## config.mk

```make
export PLATFORM = sky130hd
export DESIGN_NAME = dac714_ser_out
export DESIGN_NICKNAME = d
export VERILOG_FILES = /design/src/rtl/dac714_ser_out.sv
export SDC_FILE = /design/constraint.sdc
export NUM_CORES = 1
export LEC_CHECK = 0
export CAP_MARGIN = 40
export CELL_PAD_IN_SITES_DETAIL_PLACEMENT = 1
export CELL_PAD_IN_SITES_GLOBAL_PLACEMENT = 1
export CORE_MARGIN = 5
export CORE_UTILIZATION = 38
export DETAILED_ROUTE_END_ITERATION = 8
export PLACE_DENSITY = 0.87
export SYNTH_ARGS = -nofsm -noshare
export SYNTH_HDL_FRONTEND = slang
export SYNTH_SLANG_ARGS = --single-unit
```

## constraint.sdc

```tcl
create_clock -name clk -period 5.2 [get_ports clk]
set_input_delay 1.04 -clock clk [delete_from_list [all_inputs] [get_ports clk]]
set_output_delay 1.04 -clock clk [all_outputs]
set_load 0.01 [all_outputs]
```

## src/rtl/dac714_ser_out.sv

```systemverilog
// rtl/dac714_ser_out.sv - serializes a saturated 16-bit ramp sample into a DAC714 (SDI/SCLK/nLatch)
module dac714_ser_out #(
    parameter int CLK_DIV = 4,
    parameter int SHIFT   = 0
) (
    input  logic        clk,
    input  logic        Reset,
    input  logic        DACStrobe,
    input  logic [63:0] Yis,
    output logic        SDI,
    output logic        SCLK,
    output logic        nLatch,
    output logic        Busy,
    output logic        Sat,
    output logic        Overrun,
    output logic [7:0]  OverrunCnt
);

    typedef enum logic [1:0] {
        S_IDLE  = 2'd0,
        S_SHIFT = 2'd1,
        S_LATCH = 2'd2
    } state_t;

    localparam logic [7:0] DIV_LAST = 8'(CLK_DIV - 1);

    state_t      r_state, w_state_n;
    logic [7:0]  r_div, w_div_n;
    logic [3:0]  r_bit, w_bit_n;
    logic [15:0] r_shift, w_shift_n;
    logic        r_sdi, w_sdi_n;
    logic        r_sclk, w_sclk_n;
    logic        r_nlatch, w_nlatch_n;
    logic        r_lphase, w_lphase_n;
    logic        r_busy, w_busy_n;
    logic        r_sat, w_sat_n;
    logic        r_overrun, w_overrun_n;
    logic [7:0]  r_ocnt, w_ocnt_n;
    logic        r_strobe_prev;

    logic               w_edge;
    logic signed [63:0] w_shifted;
    logic               w_hi;
    logic               w_lo;
    logic [15:0]        w_sample;

    assign w_edge    = DACStrobe & ~r_strobe_prev;
    assign w_shifted = $signed(Yis) >>> SHIFT;
    assign w_hi      = w_shifted > 64'sd32767;
    assign w_lo      = w_shifted < -64'sd32768;
    assign w_sample  = w_hi ? 16'h7FFF : (w_lo ? 16'h8000 : w_shifted[15:0]);

    // Strobe history runs every cycle so edges are seen regardless of state
    always_ff @(posedge clk or posedge Reset) begin
        if (Reset) begin
            r_strobe_prev <= 1'b1;
        end else begin
            r_strobe_prev <= DACStrobe;
        end
    end

    // State and datapath registers
    always_ff @(posedge clk or posedge Reset) begin
        if (Reset) begin
            r_state   <= S_IDLE;
            r_div     <= 8'd0;
            r_bit     <= 4'd0;
            r_shift   <= 16'd0;
            r_sdi     <= 1'b0;
            r_sclk    <= 1'b0;
            r_nlatch  <= 1'b1;
            r_lphase  <= 1'b0;
            r_busy    <= 1'b0;
            r_sat     <= 1'b0;
            r_overrun <= 1'b0;
            r_ocnt    <= 8'd0;
        end else begin
            r_state   <= w_state_n;
            r_div     <= w_div_n;
            r_bit     <= w_bit_n;
            r_shift   <= w_shift_n;
            r_sdi     <= w_sdi_n;
            r_sclk    <= w_sclk_n;
            r_nlatch  <= w_nlatch_n;
            r_lphase  <= w_lphase_n;
            r_busy    <= w_busy_n;
            r_sat     <= w_sat_n;
            r_overrun <= w_overrun_n;
            r_ocnt    <= w_ocnt_n;
        end
    end

    // Next-state: capture in IDLE, clock bits out in SHIFT, setup gap then load pulse in LATCH
    always_comb begin
        w_state_n   = r_state;
        w_div_n     = r_div;
        w_bit_n     = r_bit;
        w_shift_n   = r_shift;
        w_sdi_n     = r_sdi;
        w_sclk_n    = r_sclk;
        w_nlatch_n  = r_nlatch;
        w_lphase_n  = r_lphase;
        w_busy_n    = r_busy;
        w_sat_n     = r_sat;
        w_overrun_n = 1'b0;
        w_ocnt_n    = r_ocnt;

        case (r_state)
            S_IDLE: begin
                if (w_edge) begin
                    w_shift_n = w_sample;
                    w_bit_n   = 4'd15;
                    w_sdi_n   = w_sample[15];
                    w_sclk_n  = 1'b0;
                    w_busy_n  = 1'b1;
                    w_sat_n   = w_hi | w_lo;
                    w_div_n   = 8'd0;
                    w_state_n = S_SHIFT;
                end
            end
            S_SHIFT: begin
                if (r_div == DIV_LAST) begin
                    w_div_n = 8'd0;
                    if (!r_sclk) begin
                        w_sclk_n = 1'b1;
                    end else begin
                        // Data only moves on the falling SCLK edge
                        w_sclk_n  = 1'b0;
                        w_shift_n = {r_shift[14:0], 1'b0};
                        if (r_bit == 4'd0) begin
                            w_sdi_n    = 1'b0;
                            w_lphase_n = 1'b0;
                            w_state_n  = S_LATCH;
                        end else begin
                            w_sdi_n = r_shift[14];
                            w_bit_n = r_bit - 4'd1;
                        end
                    end
                end else begin
                    w_div_n = r_div + 8'd1;
                end
            end
            S_LATCH: begin
                // First CLK_DIV cycles are SCLK-low setup, then nLatch low CLK_DIV cycles
                if (r_div == DIV_LAST) begin
                    w_div_n = 8'd0;
                    if (!r_lphase) begin
                        w_lphase_n = 1'b1;
                        w_nlatch_n = 1'b0;
                    end else begin
                        w_lphase_n = 1'b0;
                        w_nlatch_n = 1'b1;
                        w_busy_n   = 1'b0;
                        w_state_n  = S_IDLE;
                    end
                end else begin
                    w_div_n = r_div + 8'd1;
                end
            end
            default: begin
                w_state_n  = S_IDLE;
                w_sclk_n   = 1'b0;
                w_nlatch_n = 1'b1;
                w_busy_n   = 1'b0;
            end
        endcase

        // Any edge outside IDLE is dropped and counted
        if (w_edge && (r_state != S_IDLE)) begin
            w_overrun_n = 1'b1;
            if (r_ocnt != 8'hFF) begin
                w_ocnt_n = r_ocnt + 8'd1;
            end
        end
    end

    assign SDI        = r_sdi;
    assign SCLK       = r_sclk;
    assign nLatch     = r_nlatch;
    assign Busy       = r_busy;
    assign Sat        = r_sat;
    assign Overrun    = r_overrun;
    assign OverrunCnt = r_ocnt;

endmodule

```

==> results by group, run 1 <==
Run status
  – Outcome: complete, no violations

Floorplanning
  – Ports: 81
  – Initial Util: 38.8%
  – Die footprint: 8620 sq um
  – Die Width: 92.9 um
  – Core area: 6720 sq um
  – Site Rows: 30
  – Die Ht: 92.9 um

Final layout
  – Share of post-route cells with drive strength above 1: 8.86%
  – Nets: 422
  – Most frequent cells in the layout: clkdlybuf4s50_1 (80), dfrtp_1 (43), nand2_1 (34)
  – Final core utilization: 53.0%
  – Multi-input gate area: 1400 sq um
  – Area growth syn-to-layout: 36.4%
  – # fillers: 768
  – Post-route cell area: 3560 sq um
  – Reg area: 1130 sq um
  – Ant diodes: 0
  – Commonest non-fill, non-tap cell in the layout: clkdlybuf4s50_1

Logic synthesis
  – Synthesized cell area: 2610 sq um
  – Syn_nets: 342
  – Flops & latches, synth: 45
  – Top FF cell, synth: dfrtp_1
  – Syn avg cell area: 9.70 sq um
  – Synth warn: 0
  – Number of flops mapped to enable cells by yosys: 0
  – Post-synth ARST share: 100%
  – Post-synthesis sequential area ratio: 43.3%
  – Mapped Cells: 269
  – Cell variety after synth: 51

Clocking
  – Postcts setup bufs: 0
  – CTS H-Tree Depth: 2
  – CTS tree: done
  – Clk sinks: 45
  – Worst skew pair latency: 0.30 ns
  – Max clock buf depth: 2
  – Root buf cell: clkbuf_8
  – Clock slew at reported path FFs: 0.08 ns
  – CTS Buf Count: 5
  – Post-CTS resize count: 0
  – CTS Hold Bufs: 0

Power
  – IR Drop Worst-Case VDD: 0.188 mV
  – Power per Cell Area: 434 nW/um^2
  – Leakage: 1.39 nW

Run
  – Max_cap viols: 0

Critical path
  – Flop2flop setup slack: 2.52 ns
  – Slowest-stage cell, CP: nor3_4
  – Critical path endpoint category: register
  – WP data arrival: 3.36 ns
  – Worst path top cell family by delay: simple AND/OR/NAND/NOR gates
  – CP Cell Sequence: clkdlybuf4s50_1 > or4_1 > nor3_1 > a41oi_1 > nor3_4 > a221oi_1
  – CP Buf/Inv Count: 1
  – Setup CP Type: in -> reg
  – Worst Path Required: 5.33 ns
  – Crit path largest cell delay: 0.73 ns
  – CP Launch Type: input pin
  – Crit-path max FO: 15

STA
  – Slew HR: 41.9%
  – Setup TNS: 0 ns
  – Final hold vios: 0
  – Fmax: 309 MHz
  – RSZ-0062 raised after global routing: false
  – Slew @ Worst Pin: 0.869 ns
  – Clk_skew: 0.00659 ns
  – Min cycle time layout: 3.23 ns
  – Final period util: 62.1%
  – Final Slew Violations: 0
  – Final Setup Violations: 0

Routing
  – First-pass iteration count of the detailed router: 4
  – Via count of the routed design: 2487
  – Drt via density: 5.78
  – # DRC: 0
  – Drt total wl: 7800 um
  – WL/cell: 18.1 um
  – Antenna viol nets, final: 0
  – Initial DRC count: 73

Global route
  – Vias in the first global route: 2750
  – Overflow after GRT: 0
  – Initial antenna violation count: 0
  – First-pass GRT wire length: 13100 um
  – Largest net degree at the start of global routing: 46
  – Total global routing track utilization: 19.1%

Placed design
  – Port Buffer Count: 80
  – Post-detail-place hpwl: 6030 um
  – Placed Area: 3480 sq um
  – Gpl congestion: 0.748

Worst hold path
  – Worst min-delay path class: reg -> reg
==> per-layer routing <==
| layer | part of all wire (%) | vias up | track usage (%) |
|---|---|---|---|
| met5 | 0 | - | 0 |
| met4 | 2.3 | 0 | 6.35 |
| met3 | 7.4 | 16 | 5.52 |
| met2 | 51 | 86 | 34.6 |
| met1 | 39 | 1219 | 21.2 |
| li1 | - | 1166 | - |
==> kinds of logic after synthesis <==
kind of cell | Yosys count | share of synthesized area [%]
AOI/OAI and AO/OA | 48 | 16.9
xor gates and xnor gates | 11 | 3.69
adders and majority gates | 6 | 2.88
buffers and inverters | 17 | 3.21
DFF | 45 | 43.3
muxes | 2 | 0.863
and+or+nand+nor | 140 | 29.2
==> path summary, 6_finish.rpt <==
path,startpoint,to,cells after the start
min in group asynchronous,Reset,OverrunCnt[6],3
max reg2reg,r_div[0],r_shift[4],6
min reg2reg,Busy,Busy,1
max,Yis[48],r_shift[4],6
max in group asynchronous,Reset,r_shift[10],3
min,Busy,Busy,1
==> stage by stage <==
stage	power [mW]	hold WS [ns]	setup slack, ns	std cells
floorplan	1.06	0.449	2.64	269
finish	1.54	0.516	1.97	430
CTS	1.56	0.526	1.92	430
detailed placement	1.33	0.500	1.60	422
global route	1.67	0.538	1.81	430
global placement	1.28	0.476	1.74	422
==> area by class of cell <==
class	instances	area share, %
multi-input combinational	207	39.3
sequential	45	31.7
timing repair buffer	83	23.1
tap	80	2.81
clock buffer	8	2.25
inverter	7	0.738
==> power breakdown <==
group	internal (mW)	total (mW)	switching, mW
clock	0.0959	0.219	0.123
combinational	0.345	0.766	0.421
sequential	0.468	0.559	0.0907
total	0.910	1.54	0.634
==> cell usage after synthesis, drive strengths merged (3+ instances only) <==
cell / number / share of area, %
o21ai: 5 / 0.96
nand3: 4 / 0.77
nand3b: 3 / 0.86
a221oi: 15 / 7.4
inv: 7 / 1.0
a21oi: 9 / 1.7
xnor2: 6 / 2.0
nand2: 34 / 4.9
nor3: 8 / 2.0
xor2: 5 / 1.7
clkbuf: 4 / 0.58
nor2: 25 / 3.6
nand2b: 3 / 0.72
dfrtp: 43 / 41
or4: 5 / 1.6
nor4: 10 / 2.4
and4: 3 / 1.0
ha: 6 / 2.9
buf: 6 / 1.6
and2: 3 / 0.72
nor2b: 16 / 3.8
nand4: 16 / 3.8
and3: 4 / 0.96
==> registers in the layout (all words and copies together), names as in the netlist, 2 cells and up <==
register	count
r_div	8
OverrunCnt	8
r_bit	4
r_state	2
r_shift	15
Power figures use the tool's default switching activity.
==> run 2: changes to the inputs <==
--- a/config.mk
+++ b/config.mk
@@ -9,9 +9,9 @@
 export CELL_PAD_IN_SITES_DETAIL_PLACEMENT = 1
 export CELL_PAD_IN_SITES_GLOBAL_PLACEMENT = 1
 export CORE_MARGIN = 5
-export CORE_UTILIZATION = 38
+export CORE_UTILIZATION = 35
 export DETAILED_ROUTE_END_ITERATION = 8
-export PLACE_DENSITY = 0.87
+export PLACE_DENSITY = 0.81
 export SYNTH_ARGS = -nofsm -noshare
 export SYNTH_HDL_FRONTEND = slang
 export SYNTH_SLANG_ARGS = --single-unit
==> constraint.sdc (replaced) <==
create_clock -name clk -period 3.1 [get_ports clk]
set_input_delay 0.62 -clock clk [delete_from_list [all_inputs] [get_ports clk]]
set_output_delay 0.62 -clock clk [all_outputs]
set_load 0.01 [all_outputs]
==> run 2 against run 1 <==
Effect of this change:
- via count is 2.8% lower
- first-iteration DRC count grew 48%
- global-route usage decreased by 2.1 points
- power up 69%
- die area rose by 7.6%
- critical path depth grew 1
- non-clock buffer count is 5 higher
- utilization down 2.9 points
- final cell count rose by 5.6%
- hold slack got worse by 0.017 ns
- setup slack got worse by 1.4 ns
- sequential share of layout area fell by 0.62 points
==> results by group, run 2 (synthesis results as in run 1) <==
Final layout
  – Most frequent cells in the layout: clkdlybuf4s50_1 (80), dfrtp_1 (43), nand2_1 (34)
  – Non-filler cells, final: 454
  – Max reg flops: 15
  – Ant diodes: 0
  – Final core utilization: 50.0%
  – Share of post-route cells with drive strength above 1: 10.4%
  – Nets: 427
  – Commonest non-fill, non-tap cell in the layout: clkdlybuf4s50_1
  – Post-route cell area: 3630 sq um
  – Area growth syn-to-layout: 39.1%
  – Biggest register: r_shift

Placed design
  – Gpl congestion: 0.770
  – Placed Area: 3540 sq um
  – Post-detail-place hpwl: 5580 um
  – Setup WS pre-CTS: 0.289 ns
  – Placed cell count: 446
  – Port Buffer Count: 80

Routing
  – WL/cell: 16.0 um
  – Drt via density: 5.32
  – Antenna viol nets, final: 0
  – # DRC: 0
  – Initial DRC count: 108
  – First-pass iteration count of the detailed router: 4
  – Via count of the routed design: 2417
  – Drt total wl: 7260 um

Global route
  – Initial antenna violation count: 0
  – Largest net degree at the start of global routing: 46
  – First-pass GRT wire length: 12500 um
  – Overflow after GRT: 0
  – Total global routing track utilization: 17.0%
  – Vias in the first global route: 2644

Clocking
  – Clock slew at reported path FFs: 0.09 ns
  – Clk sinks: 45
  – Postcts setup bufs: 0
  – Worst skew pair latency: 0.30 ns
  – Root buf cell: clkbuf_8
  – CTS tree: done
  – CTS Hold Bufs: 0
  – Post-CTS resize count: 0
  – CTS Buf Count: 5
  – Max clock buf depth: 2
  – CTS H-Tree Depth: 2

STA
  – Clk_skew: 0.0103 ns
  – Final period util: 80.5%
  – Slew @ Worst Pin: 0.586 ns
  – Fmax: 401 MHz
  – Final worst slack: 0.603 ns
  – Hold_ws: 0.499 ns
  – RSZ-0062 raised after global routing: false
  – Final Slew Violations: 0
  – Final hold vios: 0
  – Setup TNS: 0 ns
  – Min cycle time layout: 2.50 ns
  – Final Setup Violations: 0
  – Slew HR: 60.9%

Power
  – IR Drop Worst-Case VDD: 0.236 mV
  – Leakage: 1.42 nW
  – Total design power: 2.61 mW
  – Power per Cell Area: 718 nW/um^2

Critical path
  – Worst Path Required: 3.31 ns
  – Setup CP Type: in -> reg
  – Worst path top cell family by delay: buffers and inverters
  – Flop2flop setup slack: 0.81 ns
  – CP Cell Sequence: clkdlybuf4s50_1 > nand4_1 > or4_4 > o31ai_4 > buf_4 > nand2_1 > a221oi_2
  – Worst r2r path cells: 7
  – Crit-path max FO: 8
  – FF-to-FF Start: r_state[0]
  – Critical path endpoint category: register
  – CP Launch Type: input pin
  – CP Buf/Inv Count: 2
  – WP data arrival: 2.71 ns
  – Slowest-stage cell, CP: or4_4
  – Reg2reg end: SDI
  – Crit path largest cell delay: 0.54 ns

Run
  – Max_cap viols: 0

Floorplanning
  – Die Ht: 96.3 um
  – Initial Util: 36.0%
  – Core area: 7250 sq um
  – Site Rows: 31
  – Ports: 81
  – Die footprint: 9280 sq um
  – Die Width: 96.3 um

Worst hold path
  – Hold Path Cell Cnt: 2
  – Hold Path Sink: r_shift[0]
  – HP Start: r_shift[0]
  – Worst min-delay path class: reg -> reg

Run status
  – Outcome: complete, no violations
-- run 2: worst max-delay path by stage --
stage	startpoint	endpoint	slack (ns)	cells after the start
2_1_floorplan	Yis[48]	r_shift[4]	0.96	6
3_3_place_gp	Yis[39]	r_shift[7]	0.34	7
3_5_place_dp	Yis[26]	r_shift[3]	0.29	7
4_1_cts	Yis[26]	r_shift[3]	0.59	7
5_1_grt	Yis[48]	r_shift[3]	0.43	7
6_report	Yis[39]	r_shift[5]	0.60	7
-- run 2: where the power goes --
part	internal (mW)	switching, mW	total [mW]	leakage, nW
Combinational	0.600	0.696	1.30	0.841
Sequential	0.786	0.148	0.933	0.530
Clock	0.182	0.194	0.376	0.0455
Total	1.57	1.04	2.61	1.42
-- run 2: final cells by class --
type                    count  area (sq um)
multi-input cells         207          1400
repair buffers             88           861
inverters                   7          26.3
flip-flops and latches     45          1130
clock buffers               8          90.1
well taps                  99           124
fillers                   846          3620
-- run 2: worst register-to-register path, cell delays in order (launching register included) --
cell     delay, ns
dfrtp_1       0.40
inv_1         0.09
ha_1          0.47
and2_0        0.42
a21o_1        0.21
nor3_4        0.06
buf_4         0.22
a221o_1       0.31
-- run 2: layer usage --
| layer | part of all wire (%) | track usage, % | up-vias |
|---|---|---|---|
| li1 | - | - | 1173 |
| met4 | 1.3 | 4.09 | 0 |
| met2 | 48 | 28.2 | 72 |
| met1 | 44 | 21.9 | 1164 |
| met3 | 7.0 | 4.61 | 8 |
| met5 | 0 | 0 | - |
